[config.mk]
export PLATFORM = sky130hd
export DESIGN_NAME = ysyx_22050854_axi_read_arbiter
export DESIGN_NICKNAME = d
export VERILOG_FILES = /design/src/rtl/ysyx_22050854_axi_read_arbiter.sv
export SDC_FILE = /design/constraint.sdc
export NUM_CORES = 1
export LEC_CHECK = 0
export CAP_MARGIN = 10
export CORE_AREA = 3 3 131 133
export CTS_CLUSTER_SIZE = 25
export DETAILED_ROUTE_END_ITERATION = 12
export DIE_AREA = 0 0 134 136
export GPL_ROUTABILITY_DRIVEN = 0
export PLACE_DENSITY = 0.62
export REMOVE_ABC_BUFFERS = 1
export SLEW_MARGIN = 0
export SYNTH_ARGS = -nofsm -noshare
export SYNTH_HDL_FRONTEND = slang
export SYNTH_SLANG_ARGS = --single-unit
[constraint.sdc]
create_clock -name clock -period 3.9 [get_ports clock]
set_clock_uncertainty 0.2 [all_clocks]
set_input_delay 0.78 -clock clock [delete_from_list [all_inputs] [get_ports clock]]
set_output_delay 0.78 -clock clock [all_outputs]
set_load 0.1 [all_outputs]
[src/rtl/ysyx_22050854_axi_read_arbiter.sv]
// ysyx_22050854_axi_read_arbiter: round-robin IFU/LSU arbiter sharing one AXI4 read port
module ysyx_22050854_axi_read_arbiter #(
  parameter int ADDR_W = 32,
  parameter int DATA_W = 64,
  parameter logic [3:0] IFU_ID = 4'b0001,
  parameter logic [3:0] LSU_ID = 4'b0010
) (
  input  logic              clock,
  input  logic              reset,
  input  logic              ifu_arvalid,
  output logic              ifu_arready,
  input  logic [ADDR_W-1:0] ifu_araddr,
  input  logic [7:0]        ifu_arlen,
  output logic              ifu_rvalid,
  input  logic              ifu_rready,
  output logic [DATA_W-1:0] ifu_rdata,
  output logic [1:0]        ifu_rresp,
  output logic              ifu_rlast,
  input  logic              lsu_arvalid,
  output logic              lsu_arready,
  input  logic [ADDR_W-1:0] lsu_araddr,
  input  logic [7:0]        lsu_arlen,
  output logic              lsu_rvalid,
  input  logic              lsu_rready,
  output logic [DATA_W-1:0] lsu_rdata,
  output logic [1:0]        lsu_rresp,
  output logic              lsu_rlast,
  output logic              m_arvalid,
  input  logic              m_arready,
  output logic [ADDR_W-1:0] m_araddr,
  output logic [3:0]        m_arid,
  output logic [7:0]        m_arlen,
  input  logic              m_rvalid,
  output logic              m_rready,
  input  logic [DATA_W-1:0] m_rdata,
  input  logic [1:0]        m_rresp,
  input  logic              m_rlast,
  input  logic [3:0]        m_rid,
  output logic              err
);
  localparam logic [1:0] IDLE = 2'd0;
  localparam logic [1:0] ADDR = 2'd1;
  localparam logic [1:0] DATA = 2'd2;
  logic [1:0]        r_state;
  logic              r_gnt;
  logic [ADDR_W-1:0] r_addr;
  logic [7:0]        r_len;
  logic [7:0]        r_cnt;
  logic [3:0]        r_id;
  logic              w_pick_lsu;
  logic              w_ifu;
  logic              w_lsu;
  logic              w_beat;
  logic              w_id_err;
  logic              w_len_err;
  logic [1:0]        w_resp;
  // r_gnt doubles as last_grant: it names the current owner and, once idle, the previous one
  always_comb begin
    w_pick_lsu = lsu_arvalid & (~ifu_arvalid | ~r_gnt);
    w_ifu      = (r_state == DATA) & ~r_gnt;
    w_lsu      = (r_state == DATA) & r_gnt;
    m_rready   = (w_ifu & ifu_rready) | (w_lsu & lsu_rready);
    w_beat     = m_rvalid & m_rready;
    w_id_err   = m_rid != r_id;
    w_len_err  = m_rlast ? (r_cnt != r_len) : (r_cnt == r_len);
    w_resp     = w_id_err ? 2'b10 : m_rresp;
  end
  assign m_arvalid   = r_state == ADDR;
  assign m_araddr    = r_addr;
  assign m_arid      = r_id;
  assign m_arlen     = r_len;
  assign ifu_arready = m_arvalid & ~r_gnt & m_arready;
  assign lsu_arready = m_arvalid & r_gnt & m_arready;
  assign ifu_rvalid  = w_ifu & m_rvalid;
  assign lsu_rvalid  = w_lsu & m_rvalid;
  assign ifu_rdata   = w_ifu ? m_rdata : '0;
  assign lsu_rdata   = w_lsu ? m_rdata : '0;
  assign ifu_rresp   = w_ifu ? w_resp : 2'b00;
  assign lsu_rresp   = w_lsu ? w_resp : 2'b00;
  assign ifu_rlast   = w_ifu & m_rlast;
  assign lsu_rlast   = w_lsu & m_rlast;
  assign err         = w_beat & (w_id_err | w_len_err);
  // grant in IDLE, issue AR in ADDR, count beats in DATA until the rlast handshake
  always_ff @(posedge clock) begin
    if (reset) begin
      r_state <= IDLE;
      r_gnt   <= 1'b1;
      r_addr  <= '0;
      r_len   <= '0;
      r_id    <= '0;
      r_cnt   <= '0;
    end else if (r_state == IDLE) begin
      if (ifu_arvalid | lsu_arvalid) begin
        r_state <= ADDR;
        r_gnt   <= w_pick_lsu;
        r_addr  <= w_pick_lsu ? lsu_araddr : ifu_araddr;
        r_len   <= w_pick_lsu ? lsu_arlen : ifu_arlen;
        r_id    <= w_pick_lsu ? LSU_ID : IFU_ID;
      end
    end else if (r_state == ADDR) begin
      if (m_arready) begin
        r_state <= DATA;
        r_cnt   <= '0;
      end
    end else if (r_state == DATA) begin
      if (w_beat) begin
        r_cnt <= r_cnt + 8'd1;
        if (m_rlast) r_state <= IDLE;
      end
    end else begin
      r_state <= IDLE;
    end
  end
endmodule

# After elaboration in Yosys (flattened, before gate mapping)
# Index checks and enable logic that the tools add are counted.
# word_totals
rom_bits	0
ram_bits	0
regBits	55
memories	0
wordCells	65
output_inout_bits	185
in_bits	159
latch_bits	0
# classes
shifts	0
n_bitwise	22
n_eq_ne	10
n_reduce_logical	6
n_lt_le_gt_ge	0
mul	0
n_div	0
add_sub_neg	1
muxes	20
# ops
cell	n
$mux W64	2
$mux W8	5
$mux W32	1
$mux W2	11
$and A1 B1 Y1	15
$add A8 B1 Y8 const B	1
$eq A8 B8 Y1	1
$ne A4 B4 Y1 const B	2
$ne A8 B8 Y1	1
$reduce_and A4 Y1	2
$ne A2 B1 Y1 const B	2
$ne A4 B4 Y1	1
$or A1 B1 Y1	4
$reduce_bool A2 Y1	2
$ne A3 B1 Y1 const B	1
$not A1 Y1	3
$eq A2 B1 Y1 const B	1
$eq A2 B2 Y1 const B	1
$logic_not A2 Y1	1
$reduce_and A2 Y1	1
$mux W1	1

# Depth between registers and ports, before layout
# Gate-level depths: netlist of run 1.
# logic_depth
word_depth	9
ltp_mapped	8
ltp_nobuf	6

# Worst setup path before layout of run 1
# OpenSTA, ideal clock, no wires.
# synth_path
path_kind	register to output
start	register r_len[7] (netlist: m_arlen[7])
end	output port err
required_time_ns	2.920
path_slack_ns	-0.376
arrival_time_ns	3.296
path_stages_with_launch	5
path_cell_list	dfxtp_1 xnor2_1 nand4_1 or3_1 a31oi_1
# synth_via
elab_chain_cells	4
elab_cells_between_ends	5
# synth_rtl
element	line_no	source
start: declaration	47	logic [7:0] r_len;
start signal: assignment	97	r_len <= w_pick_lsu ? lsu_arlen : ifu_arlen;
$eq A8 B8 Y1 or $ne A8 B8 Y1 (tied branches)	65	w_len_err = m_rlast ? (r_cnt != r_len) : (r_cnt == r_len);
$mux W1 *	65	
$or A1 B1 Y1 *	82	assign err = w_beat & (w_id_err | w_len_err);
$and A1 B1 Y1 *	82	
end: declaration	39	output logic err
# Mark *: on every way between the ends. The rest lies on a longest branch, timed or not.

# Worst setup path in the final report of run 1
# layout_path
start	register r_state[0]
end	output port ifu_rdata[30]
# layout_via
elab_chain_cells	3
# layout_rtl
element	line_no	source
start: declaration	44	logic [1:0] r_state;
start signal: assignment	86	r_state <= IDLE;
start signal: assignment	94	r_state <= ADDR;
start signal: assignment	102	r_state <= DATA;
$eq A2 B2 Y1	60	w_ifu = (r_state == DATA) & ~r_gnt;
$and A1 B1 Y1	60	
$mux W64	76	assign ifu_rdata = w_ifu ? m_rdata : '0;
end: declaration	16	output logic [DATA_W-1:0] ifu_rdata,
# Every way passes these cells.

==> results.md, run 1 <==
Power and ir drop:
- The clock group share of total power is 10.5%.
- Combinational cells account for 72.4% of the total power.
- The static power due to leakage is about 3.3 nW.
- VDD sags by at most 0.345 mV.
- Summed over all nets, the switching power comes to between 2 and 3 mW.
- Internal power comes to ~1.8 mW.
- Per report_power, the sequential group accounts for 17.2% of the total.
- The total power after layout is 4.61 mW.
- The switching power share of the total is 60.4%.
- The power density over the cells is between 600 and 700 nW/um^2.

Clock tree:
- The library cell used as clock root buffer is sky130_fd_sc_hd__clkbuf_16.
- The latest clock arrival within the worst-skew pair is approximately 0.29 ns.
- The number of buffers inserted by post-CTS setup repair is 0.
- The number of gates resized after CTS is 0.
- The number of hold-repair buffers added at the cts stage is 0.
- The H-tree generated during clock tree synthesis spans 2 levels.
- The maximum clock insertion buffer count is 2.
- The CTS buffer count is 5.
- CTS saw 53 sinks.
- After clock tree synthesis, the clock-pin slew on the worst setup and hold paths is about 0.070 ns.
- TritonCTS built the clock tree.

Routing:
- Dividing the detail-routed via count by the number of cells gives roughly 4.7.
- After detailed routing, the average wire length per cell comes to between 15 and 20 um.
- In the routed design, unresolved DRC markers number 0.
- The first-iteration detailed-routing DRC count is approximately 300.
- The count of nets left with antenna violations after detail routing is 0.
- The routed design has between 15000 and 20000 um of wire.
- The detailed router placed 4475 vias in this run.
- The first detailed-routing pass ran for 6 iterations.

Worst hold path:
- The worst hold path passes through 2 cells.
- The type of the worst min-delay path is flop to flop.

Place:
- The HPWL after detailed placement is 14300 um.
- The worst setup slack before clock tree synthesis is 0.691 ns.
- In this run the tool buffered the top-level ports with approximately 340 buffer cells.
- After detailed placement, the design holds a cell count of 935.

Synthesis:
- In this run, synthesis inferred 0 flip-flops with an integrated enable.
- By area the synthesized netlist is led by sky130_fd_sc_hd__dfxtp_1 32%, sky130_fd_sc_hd__and3_1 13%, sky130_fd_sc_hd__and2_1 13%, sky130_fd_sc_hd__a222oi_1 12%, sky130_fd_sc_hd__nor2_1 5.8%.
- Synthesis instantiated 35 different standard cells from the library.
- In this run the biggest area consumer among cell types represents about a third of the synthesized area.
- The yosys synthesis warning count is 0.
- The flip-flop and latch count after synthesis is 53.
- In the synthesized netlist, the number of instances is 418.
- The cell area that synthesis handed to floorplanning was approximately 3300 um^2.
- Averaged over all synthesized cells, the footprint is about 8 um^2.
- Of all flip-flops after synthesis, the portion carrying an async set or reset was 0%.
- The most used flip-flop cell after synthesis is sky130_fd_sc_hd__dfxtp_1.
- Sequential elements use roughly 32% of the synthesized area.
- The largest total area in the synthesized netlist belongs to sky130_fd_sc_hd__dfxtp_1.

Worst setup path:
- The number of cells on the worst reg-to-reg path is 5.
- The worst setup path is launched from a flop.
- For the worst setup path, the data required time is 2.92 ns.
- The maximum fanout along the worst path is 66.
- The critical path endpoint category is a primary output.
- Data arrives at the worst endpoint at 2.31 ns.
- The setup path with the least slack is of type flop to primary output.
- Across all register-to-register paths, the minimum setup slack is 1.55 ns.

Timing:
- The total setup violations reported at the end of the flow is 0.
- Setup repair after global routing left no endpoint under its margin.
- Across all hold checks on the routed design, the worst slack comes to about 0.32 ns.
- The least setup slack across all paths after layout is approximately 0.61 ns.
- The relative slew slack is between 30% and 40%.
- The final period demand of the worst path is 3.29 ns.
- After routing, the total negative slack on setup checks comes to 0 ns.
- The max-slew violation total from the final report was 0.
- The hold violation count in the final report was 0.
- Static timing analysis puts the maximum clock frequency at about 300 MHz.
- The period utilization is 84.2%.
- For the pin with the worst max-slew slack, the measured transition is slightly above 1 ns.

Floorplanning:
- The initial utilization of the core area, before any placement, comes to between 20% and 30%.
- The area of the die is 18200 um^2.
- Measured along the x axis, the die boundary spans ~130 um.
- In this run the standard cell core region covers 15900 um^2.
- The top-level I/O count is roughly 340.
- The number of standard-cell rows in the floorplan is between 40 and 50.
- The die is approximately 140 um tall.

Layout:
- Leaving out fill and tap cells, the most frequent cell in the layout is sky130_fd_sc_hd__clkdlybuf4s50_1.
- The growth of design area from synthesis to finish is 130%.
- The share of final-layout standard cells stronger than drive strength 1 is around 23%.
- The finished layout holds 945 standard cells, fillers aside.
- The final layout contains between 800 and 900 nets.
- The library cells used most frequently in the layout, excluding fill and tap cells, are 199 x sky130_fd_sc_hd__clkdlybuf4s50_1, 77 x sky130_fd_sc_hd__buf_4, 71 x sky130_fd_sc_hd__buf_12.

Global routing:
- Global routing used between 3 and 4% of the available met3 tracks.
- The met2 usage in global routing is around 34%.
- Summed over all layers, the global routing overflow is 0.
- Global routing used between 10% and 20% of the available tracks across all layers.
- After global routing, the most crowded layer is met2.
- The first-pass GRT wire length is roughly 26000 um.
- The met1 usage is around a fifth.
- Entering global routing, the biggest net connects 67 pins.
- The number of antenna violations at the first check in global routing is 1.
- The number of global-route vias before repair is 4511.

Job:
- Across the run, the number of max-cap violations was 0.

Status:
- The run finished with clean final reports.
worst max-delay path, stage by stage, from the launching register on:
cell                      delay [ns]
sky130_fd_sc_hd__dfxtp_1        0.33
sky130_fd_sc_hd__inv_1          0.10
sky130_fd_sc_hd__ha_2           0.45
sky130_fd_sc_hd__nor2b_4        0.22
sky130_fd_sc_hd__buf_4          0.42
sky130_fd_sc_hd__and2_1         0.27
sky130_fd_sc_hd__buf_12         0.19
cell type report:
class                           instances  area (um^2)
Inverter                                5         18.8
Timing Repair Buffer                  348         4000
Antenna cell                            2         5.00
Fill cell                            1504         8370
Clock inverter                          1         8.76
Multi-Input combinational cell        313         2060
Clock buffer                            7          153
Tap cell                              216          270
Sequential cell                        53         1060
state kept, by name, indices dropped and copies added, names as in the netlist:
signal	cells
m_arid	2
r_gnt	1
m_araddr	32
r_state	2
r_cnt	8
m_arlen	8
power groups by stage:
stage / clock, mW / combinational (mW) / sequential, mW
final: 0.483 / 3.34 / 0.792
after CTS: 0.505 / 3.36 / 0.792
after detailed placement: 0 / 3.35 / 0.801
after global routing: 0.528 / 3.47 / 0.810
after global placement: 0 / 3.32 / 0.796
after floorplan: 0 / 1.57 / 1.56
cell families (layout without fill, tap and decap cells):
| group | count (synthesis) | after routing | share of synthesized area, % |
|---|---|---|---|
| flops | 53 | 53 | 32.3 |
| other cells | 1 | 4 | 0.114 |
| fa+ha+maj | 5 | 5 | 1.90 |
| xor+xnor | 10 | 10 | 2.66 |
| mux | 3 | 3 | 0.989 |
| simple gates | 223 | 223 | 38.1 |
| compound gates | 70 | 70 | 17.4 |
| buf+inv | 53 | 361 | 6.62 |
stage by stage:
step | util [%] | cell area (um^2)
2_1_floorplan | - | 3090
3_3_place_gp | 46.4 | 7400
3_5_place_dp | 46.4 | 7400
4_1_cts | 47.5 | 7570
5_1_grt | 47.5 | 7570
6_report | 47.5 | 7570
cell usage after synthesis, types with 3 or more instances:
| cell | n |
|---|---|
| sky130_fd_sc_hd__o21ai_0 | 8 |
| sky130_fd_sc_hd__a222oi_1 | 40 |
| sky130_fd_sc_hd__xnor2_1 | 8 |
| sky130_fd_sc_hd__dfxtp_1 | 53 |
| sky130_fd_sc_hd__or3_1 | 5 |
| sky130_fd_sc_hd__nand2_1 | 9 |
| sky130_fd_sc_hd__and3_1 | 68 |
| sky130_fd_sc_hd__nand4_1 | 7 |
| sky130_fd_sc_hd__a31oi_1 | 7 |
| sky130_fd_sc_hd__ha_1 | 5 |
| sky130_fd_sc_hd__inv_1 | 5 |
| sky130_fd_sc_hd__buf_2 | 3 |
| sky130_fd_sc_hd__nor2b_1 | 4 |
| sky130_fd_sc_hd__a21oi_1 | 11 |
| sky130_fd_sc_hd__nor2_1 | 51 |
| sky130_fd_sc_hd__and2_1 | 67 |
| sky130_fd_sc_hd__clkbuf_1 | 40 |
| sky130_fd_sc_hd__nand2b_1 | 3 |
metal layers:
| metal | wire (um) | vias to the layer above |
|---|---|---|
| li1 | - | 2138 |
| met1 | 6400 | 2083 |
| met2 | 9440 | 236 |
| met3 | 1430 | 18 |
| met4 | 353 | 0 |
| met5 | 0 | - |
worst paths after layout:
check,startpoint,end
worst max-delay path,r_state[0],ifu_rdata[30]
worst min register to register,m_araddr[5],m_araddr[5]
worst max register to register,r_gnt,m_araddr[3]
worst min-delay path,m_araddr[5],m_araddr[5]
No activity file was read; power rests on OpenSTA's default activity.
==> run 2, diff against run 1 <==
--- a/config.mk
+++ b/config.mk
@@ -6,10 +6,10 @@
 export NUM_CORES = 1
 export LEC_CHECK = 0
 export CAP_MARGIN = 10
-export CORE_AREA = 3 3 131 133
+export CORE_AREA = 3 3 132 134
 export CTS_CLUSTER_SIZE = 25
 export DETAILED_ROUTE_END_ITERATION = 12
-export DIE_AREA = 0 0 134 136
+export DIE_AREA = 0 0 135 137
 export GPL_ROUTABILITY_DRIVEN = 0
 export PLACE_DENSITY = 0.62
 export REMOVE_ABC_BUFFERS = 1
==> constraint.sdc (replaced) <==
create_clock -name clock -period 3.4 [get_ports clock]
set_clock_uncertainty 0.2 [all_clocks]
set_input_delay 0.68 -clock clock [delete_from_list [all_inputs] [get_ports clock]]
set_output_delay 0.68 -clock clock [all_outputs]
set_load 0.1 [all_outputs]
==> results.md, run 2 (synthesis results as in run 1) <==
Worst setup path:
- The worst setup path is launched from a flop.
- The largest single stage delay on the critical path is 0.51 ns.
- The worst register-to-register path has a depth of 7.
- The startpoint of the worst register-to-register path is r_state[0].
- STA classifies the critical path endpoint as a primary output.
- The endpoint of the most critical register-to-register path is r_cnt[7].
- Along the worst path, the maximum fanout reaches 74.
- The kind of cell with the highest combined delay along the critical path is buffers and inverters.
- The data arrival time of the critical path is around 2.2 ns.
- The startpoint of the worst setup timing path is r_state[0].
- Setup slack on the worst reg-to-reg path comes out at about 0.88 ns.
- The category of the critical setup timing path is flop to primary output.
- The signal on the critical path passes through inv_1, ha_2, buf_4, nand3_1, a31oi_1, buf_12.
- The critical path contains buffers and inverters numbering 3 combined.
- The worst-path cell with the longest stage delay is sky130_fd_sc_hd__buf_4.
- The required arrival time at the worst endpoint is 2.52 ns.

Layout:
- The post-route core utilization is 49.2%.
- The final standard cell area without fillers is roughly 8000 um^2.
- From synthesis to final layout, the design area changed by 145%.
- The most common cell after layout, fill and taps aside is sky130_fd_sc_hd__clkdlybuf4s50_1.
- In the final layout, the multi-input gates occupy approximately 2000 um^2.
- Counting the fill cells in the layout gives 1439.
- At the end of the flow, the number of nets in the layout was 892.
- Of the cells placed in the final design, the portion with a size suffix greater than 1 is approximately 28%.
- The sequential standard cell area is between 1000 and 1500 um^2.
- The library cells used most frequently in the layout, excluding fill and tap cells, are 157 x sky130_fd_sc_hd__clkdlybuf4s50_1, 119 x sky130_fd_sc_hd__buf_12, 73 x sky130_fd_sc_hd__buf_4.
- The flip-flop count of the largest register, all copies and words added is 32.

Worst hold path:
- The worst min-delay path endpoint is r_cnt[7].
- The worst hold path begins at r_cnt[7].
- The cell depth of the worst min-delay path is 2.
- The type of the worst min-delay path is flop to flop.

Routing:
- In the routed design, unresolved DRC markers number 0.
- The average wire per cell in the routed design is between 15 and 20 um.
- The total via count after detailed routing is around 4.6k.
- The number of detailed-routing iterations run before antenna repair is 8.
- Once detail routing completed, the nets flagged for antenna violations numbered 0.
- The first-iteration detailed-routing DRC count is 323.
- The detailed-route wire length is 18300 um.
- The via-per-instance ratio is between 4 and 5.

Clock tree:
- The CTS buffer count is 5.
- The tree built by TritonCTS fans out to between 50 and 60 sinks.
- For the worst-skew pair, the clock arrives at the later sink with an insertion delay of just under 0.3 ns.
- The number of hold-repair buffers added at the cts stage is 0.
- The H-tree depth is 2.
- The number of buffers inserted by post-CTS setup repair is 0.
- In this run the deepest clock path goes through 2 buffers.
- Gates resized during post-CTS repair numbered 0.
- The TritonCTS clock tree is done.
- The library cell used as clock root buffer is sky130_fd_sc_hd__clkbuf_16.
- Clock-pin slew was measured on the worst setup and hold paths at 0.07 ns.

Timing:
- Subtracting the final worst setup slack from the clock period gives just over 3 ns.
- The tightest hold path in the finished design has a slack of approximately 0.32 ns.
- Setup repair after global routing left no endpoint under its margin.
- Across all setup checks in the final design, the least slack found is ~0.31 ns.
- The hold violation count in the final report was 0.
- The max-slew violation total from the final report came to 0.
- In this run the tightest slew margin relative to its limit is between 40% and 50%.
- Timing would allow up to around 320 MHz.
- Setup violations remaining at the end of the flow were counted as 0.
- The slew at the pin closest to its max-slew limit is 0.855 ns.
- The period utilization is about nine tenths.

Floorplanning:
- The starting utilization of the core area is between 20% and 30%.
- From left edge to right edge, the die measures 135 um.
- The die covers roughly 18000 um^2.
- The floorplan step defined a core boundary enclosing between 15000 and 20000 um^2.
- The number of standard-cell rows in the floorplan is between 40 and 50.
- In this run the vertical extent of the chip is 137 um.
- During I/O placement, the number of pins put on the boundary was roughly 340.

Global routing:
- The number of antenna violations at the first check in global routing is 3.
- Entering global routing, the biggest net connects 75 pins.
- The number of global-route vias before repair is roughly 4.6k.
- After global routing the overflow that remains totals 0.
- Global routing used 18.2% of the available tracks across all layers.
- The first global-routing pass estimated between 20000 and 30000 um of wire.

Power and ir drop:
- The total power after layout is around 5.4 mW.
- The maximum VDD drop is 0.411 mV.
- The power density over the cells is between 600 and 700 nW/um^2.
- For this design the static power due to leakage is ~3.5 nW.

Status:
- The run finished with clean final reports.

Place:
- The cell area reported after detailed placement is ~7900 um^2.
- At the placement stage, the worst setup path has a slack of about 0.4 ns.
- Port buffering added 341 buffers.
- Summed over all nets, the half-perimeter wirelength after detailed placement is roughly 15000 um.

Job:
- The tool flagged a number of max-cap violations equal to 0.
[run 2: changes by cell type in the layout (fill, tap and decap cells not counted), sizes merged]
cell | previous run | this run
buf | 149 | 193
clkdlybuf4s50 | 199 | 157
clkinvlp | 0 | 1
diode | 2 | 3
inv | 6 | 5
[run 2: layout make-up]
cell class	count	share of cell area, %
flip-flops and latches	53	13.2
well taps	220	3.41
clock inverters	1	0.0931
diodes	3	0.0931
clock buffers	7	1.64
repair buffers	350	55.9
inverters	5	0.233
multi-input cells	313	25.5
[run 2: where the power goes]
group          switching [mW]  internal, mW  total [mW]
sequential              0.132         0.763       0.895
combinational            2.87          1.16        4.03
clock                   0.227         0.274       0.501
[run 2: how the worst max path moves through the flow]
stage	end	slack [ns]	depth (start not counted)
floorplan	ifu_rdata[0]	-1.25	4
global placement	ifu_rresp[0]	0.38	7
detailed placement	err	0.39	5
CTS	err	0.33	6
global route	err	0.18	6
finish	err	0.31	6
[run 2: metrics by stage]
stage	cells	TNS, ns
after floorplan	371	-84.95
after global placement	941	0
after detailed placement	941	0
after CTS	949	0
after global routing	951	0
final	952	0
[run 2: metal layers]
| metal | vias to the layer above | global-route usage, % | part of all wire [%] | routed length [um] |
|---|---|---|---|---|
| li1 | 2144 | - | - | - |
| met1 | 2146 | 17.8 | 34 | 6250 |
| met2 | 261 | 34.9 | 53 | 9690 |
| met3 | 19 | 6.65 | 10 | 1850 |
| met4 | 2 | 6.66 | 2.4 | 442 |
| met5 | - | 0 | 0.071 | 13 |
[run 2: tightest hold or removal path: cells and delay by family, from the launching register on]
kind | cells | cell delay (ns)
compound gates | 1 | 0.06
flops | 1 | 0.34
simple gates | 1 | 0.07
==> run 3, diff against run 2 <==
--- a/config.mk
+++ b/config.mk
@@ -6,12 +6,12 @@
 export NUM_CORES = 1
 export LEC_CHECK = 0
 export CAP_MARGIN = 10
-export CORE_AREA = 3 3 132 134
+export CORE_AREA = 3 3 131 133
 export CTS_CLUSTER_SIZE = 25
 export DETAILED_ROUTE_END_ITERATION = 12
-export DIE_AREA = 0 0 135 137
+export DIE_AREA = 0 0 134 136
 export GPL_ROUTABILITY_DRIVEN = 0
-export PLACE_DENSITY = 0.62
+export PLACE_DENSITY = 0.65
 export REMOVE_ABC_BUFFERS = 1
 export SLEW_MARGIN = 0
 export SYNTH_ARGS = -nofsm -noshare
==> constraint.sdc (replaced) <==
create_clock -name clock -period 2.6 [get_ports clock]
set_clock_uncertainty 0.2 [all_clocks]
set_input_delay 0.52 -clock clock [delete_from_list [all_inputs] [get_ports clock]]
set_output_delay 0.52 -clock clock [all_outputs]
set_load 0.1 [all_outputs]
==> results.md, run 3 (synthesis results as in run 1) <==
Power and ir drop:
- The portion of total power attributed to sequential cells is 15.6%.
- The static power due to leakage is roughly 3.6 nW.
- The total power after layout is 7.52 mW.
- For this design the total switching power over the nets is 4.31 mW.
- The worst-case IR drop observed on VDD is about 0.70 mV.
- Dividing total power by cell area gives a power density of 876 nW/um^2.
- The internal power of the cells totals roughly 3.2 mW.
- The switching power share of the total is between 50% and 60%.
- The clock network accounts for 10.7% of the total power.
- Of the total power, combinational logic draws about three quarters.

Routing:
- After detailed routing, the number of remaining DRC violations is 0.
- The number of detailed-routing iterations run before antenna repair is 6.
- The detailed-route wire length is around 19000 um.
- In the final routed layout, each cell accounts on average for 19.8 um.
- The first-iteration detailed-routing DRC count is 418.
- The total via count after detailed routing is approximately 4.6k.
- Dividing the detail-routed via count by the number of cells gives about 4.8.
- The count of nets left with antenna violations after detail routing is 0.

Floorplanning:
- The die covers between 15000 and 20000 um^2.
- The width of the die is approximately 130 um.
- Pin placement for this block handled between 300 and 400 I/O pins.
- The placeable core region is approximately 16000 um^2.
- The starting utilization of the core area is around a fifth.
- After floorplanning, the core was divided into 46 placement rows.
- The floorplan die height is ~140 um.

Timing:
- The final period demand of the worst path is 2.54 ns.
- The total setup violations reported at the end of the flow is 0.
- The final critical path takes up a little over nine tenths of the cycle.
- The max-slew violation total from the final report was 0.
- Setup repair after global routing left no endpoint under its margin.
- The relative slew slack is between 30 and 40%.
- The slew at the pin closest to its max-slew limit is approximately 1.0 ns.
- The hold violation count in the final report was 0.
- Based on the critical path, the design can be clocked at up to 394 MHz.
- Setup slack closes at roughly 0.061 ns.

Worst hold path:
- In this run the most critical hold path is launched from r_cnt[7].
- The path with the worst hold slack has its endpoint at r_cnt[7].
- The type of the worst min-delay path is flop to flop.
- The cell depth of the worst min-delay path is 2.

Layout:
- The growth of design area from synthesis to finish is 161%.
- The flip-flop count of the largest register, all copies and words added is 32.
- Cells with a size suffix above 1 make up a little under a third of the layout.
- The most common cell after layout, fill and taps aside is sky130_fd_sc_hd__clkdlybuf4s50_1.
- The top cell types in the final layout, fill and taps aside, are 155 x sky130_fd_sc_hd__clkdlybuf4s50_1, 146 x sky130_fd_sc_hd__buf_12, 68 x sky130_fd_sc_hd__and3_1.
- After the last flow step, the layout net total stands at between 800 and 900.
- After routing the design area is about 8600 um^2.
- The diode insertion count for antenna repair is 0.

Worst setup path:
- The startpoint of the worst register-to-register path is r_state[0].
- The endpoint of the most critical register-to-register path is m_araddr[22].
- STA puts the critical path data required time at about 1.9 ns.
- The category of the critical setup timing path is primary input to primary output.
- The data arrival time of the critical path is approximately 1.8 ns.
- The worst setup slack for register-to-register paths is 0.19 ns.
- In this run the worst path has a maximum fanout of 3.
- STA classifies the critical path startpoint as a primary input.
- Counting cells, the worst reg-to-reg path comes to 6.
- The critical path endpoint category is a primary output.

Clock tree:
- Buffers added to address setup during post-CTS repair amount to 0.
- The clock-pin slew on the worst setup and hold paths is roughly 0.070 ns.
- The tree is rooted in a sky130_fd_sc_hd__clkbuf_16.
- The later pin in the worst-skew pair is clocked with a latency of slightly below 0.3 ns.
- TritonCTS built the clock tree.
- The number of clock buffers added by TritonCTS is 5.
- Counting every sink on the clock net gives 53.
- The H-tree depth is 2.
- The maximum clock insertion buffer count is 2.

Status:
- The run finished with clean final reports.

Place:
- The detailed placer's ending HPWL is 15700 um.
- The count of buffers inserted at the top-level ports is 341.
- The worst setup slack before clock tree synthesis is -0.123 ns.
- The cell area reported after detailed placement is 8270 um^2.

Global routing:
- For this run, the total global-route usage over all layers was measured as between 10% and 20%.
- Summed over all layers, the global routing overflow is 0.
- The largest net degree at the start of global routing is 54.
- The first global-routing pass estimated 27400 um of wire.
- The number of antenna violations at the first check in global routing is 1.
- The number of global-route vias before repair was ~4.8k.

Job:
- The number of max-capacitance violations reported is 0.
run 3: layout make-up:
class | instances | area (um^2)
clock buffers | 6 | 139
well taps | 216 | 270
fillers | 1354 | 7350
clock inverters | 2 | 41.3
repair buffers | 357 | 4930
flip-flops and latches | 53 | 1070
multi-input cells | 313 | 2120
inverters | 5 | 18.8
run 3: per-stage QoR:
| stage | hold slack (ns) | TNS, ns | std cells | util [%] |
|---|---|---|---|---|
| floorplan | 0.265 | -185.19 | 371 | - |
| global route | 0.351 | 0 | 952 | 53.9 |
| CTS | 0.318 | 0 | 951 | 53.3 |
| global placement | 0.278 | -0.582 | 943 | 51.9 |
| detailed placement | 0.297 | -1.14 | 943 | 51.9 |
| finish | 0.299 | 0 | 952 | 53.9 |
run 3: worst max-delay path: stages:
cell	delay, ns
sky130_fd_sc_hd__clkdlybuf4s50_1	0.40
sky130_fd_sc_hd__nor4_1	0.26
sky130_fd_sc_hd__buf_4	0.22
sky130_fd_sc_hd__nor2b_4	0.18
sky130_fd_sc_hd__nor2_2	0.06
sky130_fd_sc_hd__buf_12	0.17
run 3: timing repair:
| item | in CTS | in global routing |
|---|---|---|
| cloned | 0 | 1 |
| pin swaps | 3 | 0 |
| hold buffers | 0 | 0 |
| setup endpoints to repair | 7 | 99 |
| gates resized for setup | 17 | 17 |
run 3: power by group through the flow:
stage	logic (mW)	clock network (mW)	registers, mW
after floorplan	2.36	0	2.34
after global routing	5.75	0.851	1.19
after global placement	5.44	0	1.17
after CTS	5.54	0.827	1.17
final	5.55	0.802	1.17
after detailed placement	5.52	0	1.18
run 3: metal layers:
layer | global-route usage (%) | share of wire [%] | wire length [um] | up-vias
li1 | - | - | - | 2155
met2 | 38.7 | 56 | 10500 | 267
met1 | 19.1 | 34 | 6340 | 2162
met3 | 4.70 | 8.2 | 1540 | 25
met5 | 0 | 0.058 | 11 | -
met4 | 6.00 | 2.5 | 469 | 2
run 3: worst max path at each step:
stage / start / to / slack, ns
finish: m_rid[2] / ifu_rresp[1] / 0.06
global route: r_cnt[5] / err / 0.0007
CTS: m_arlen[6] / err / 0.02
detailed placement: m_rid[0] / ifu_rresp[0] / -0.12
global placement: m_rid[0] / ifu_rresp[0] / -0.15
floorplan: r_state[0] / ifu_rdata[0] / -1.89
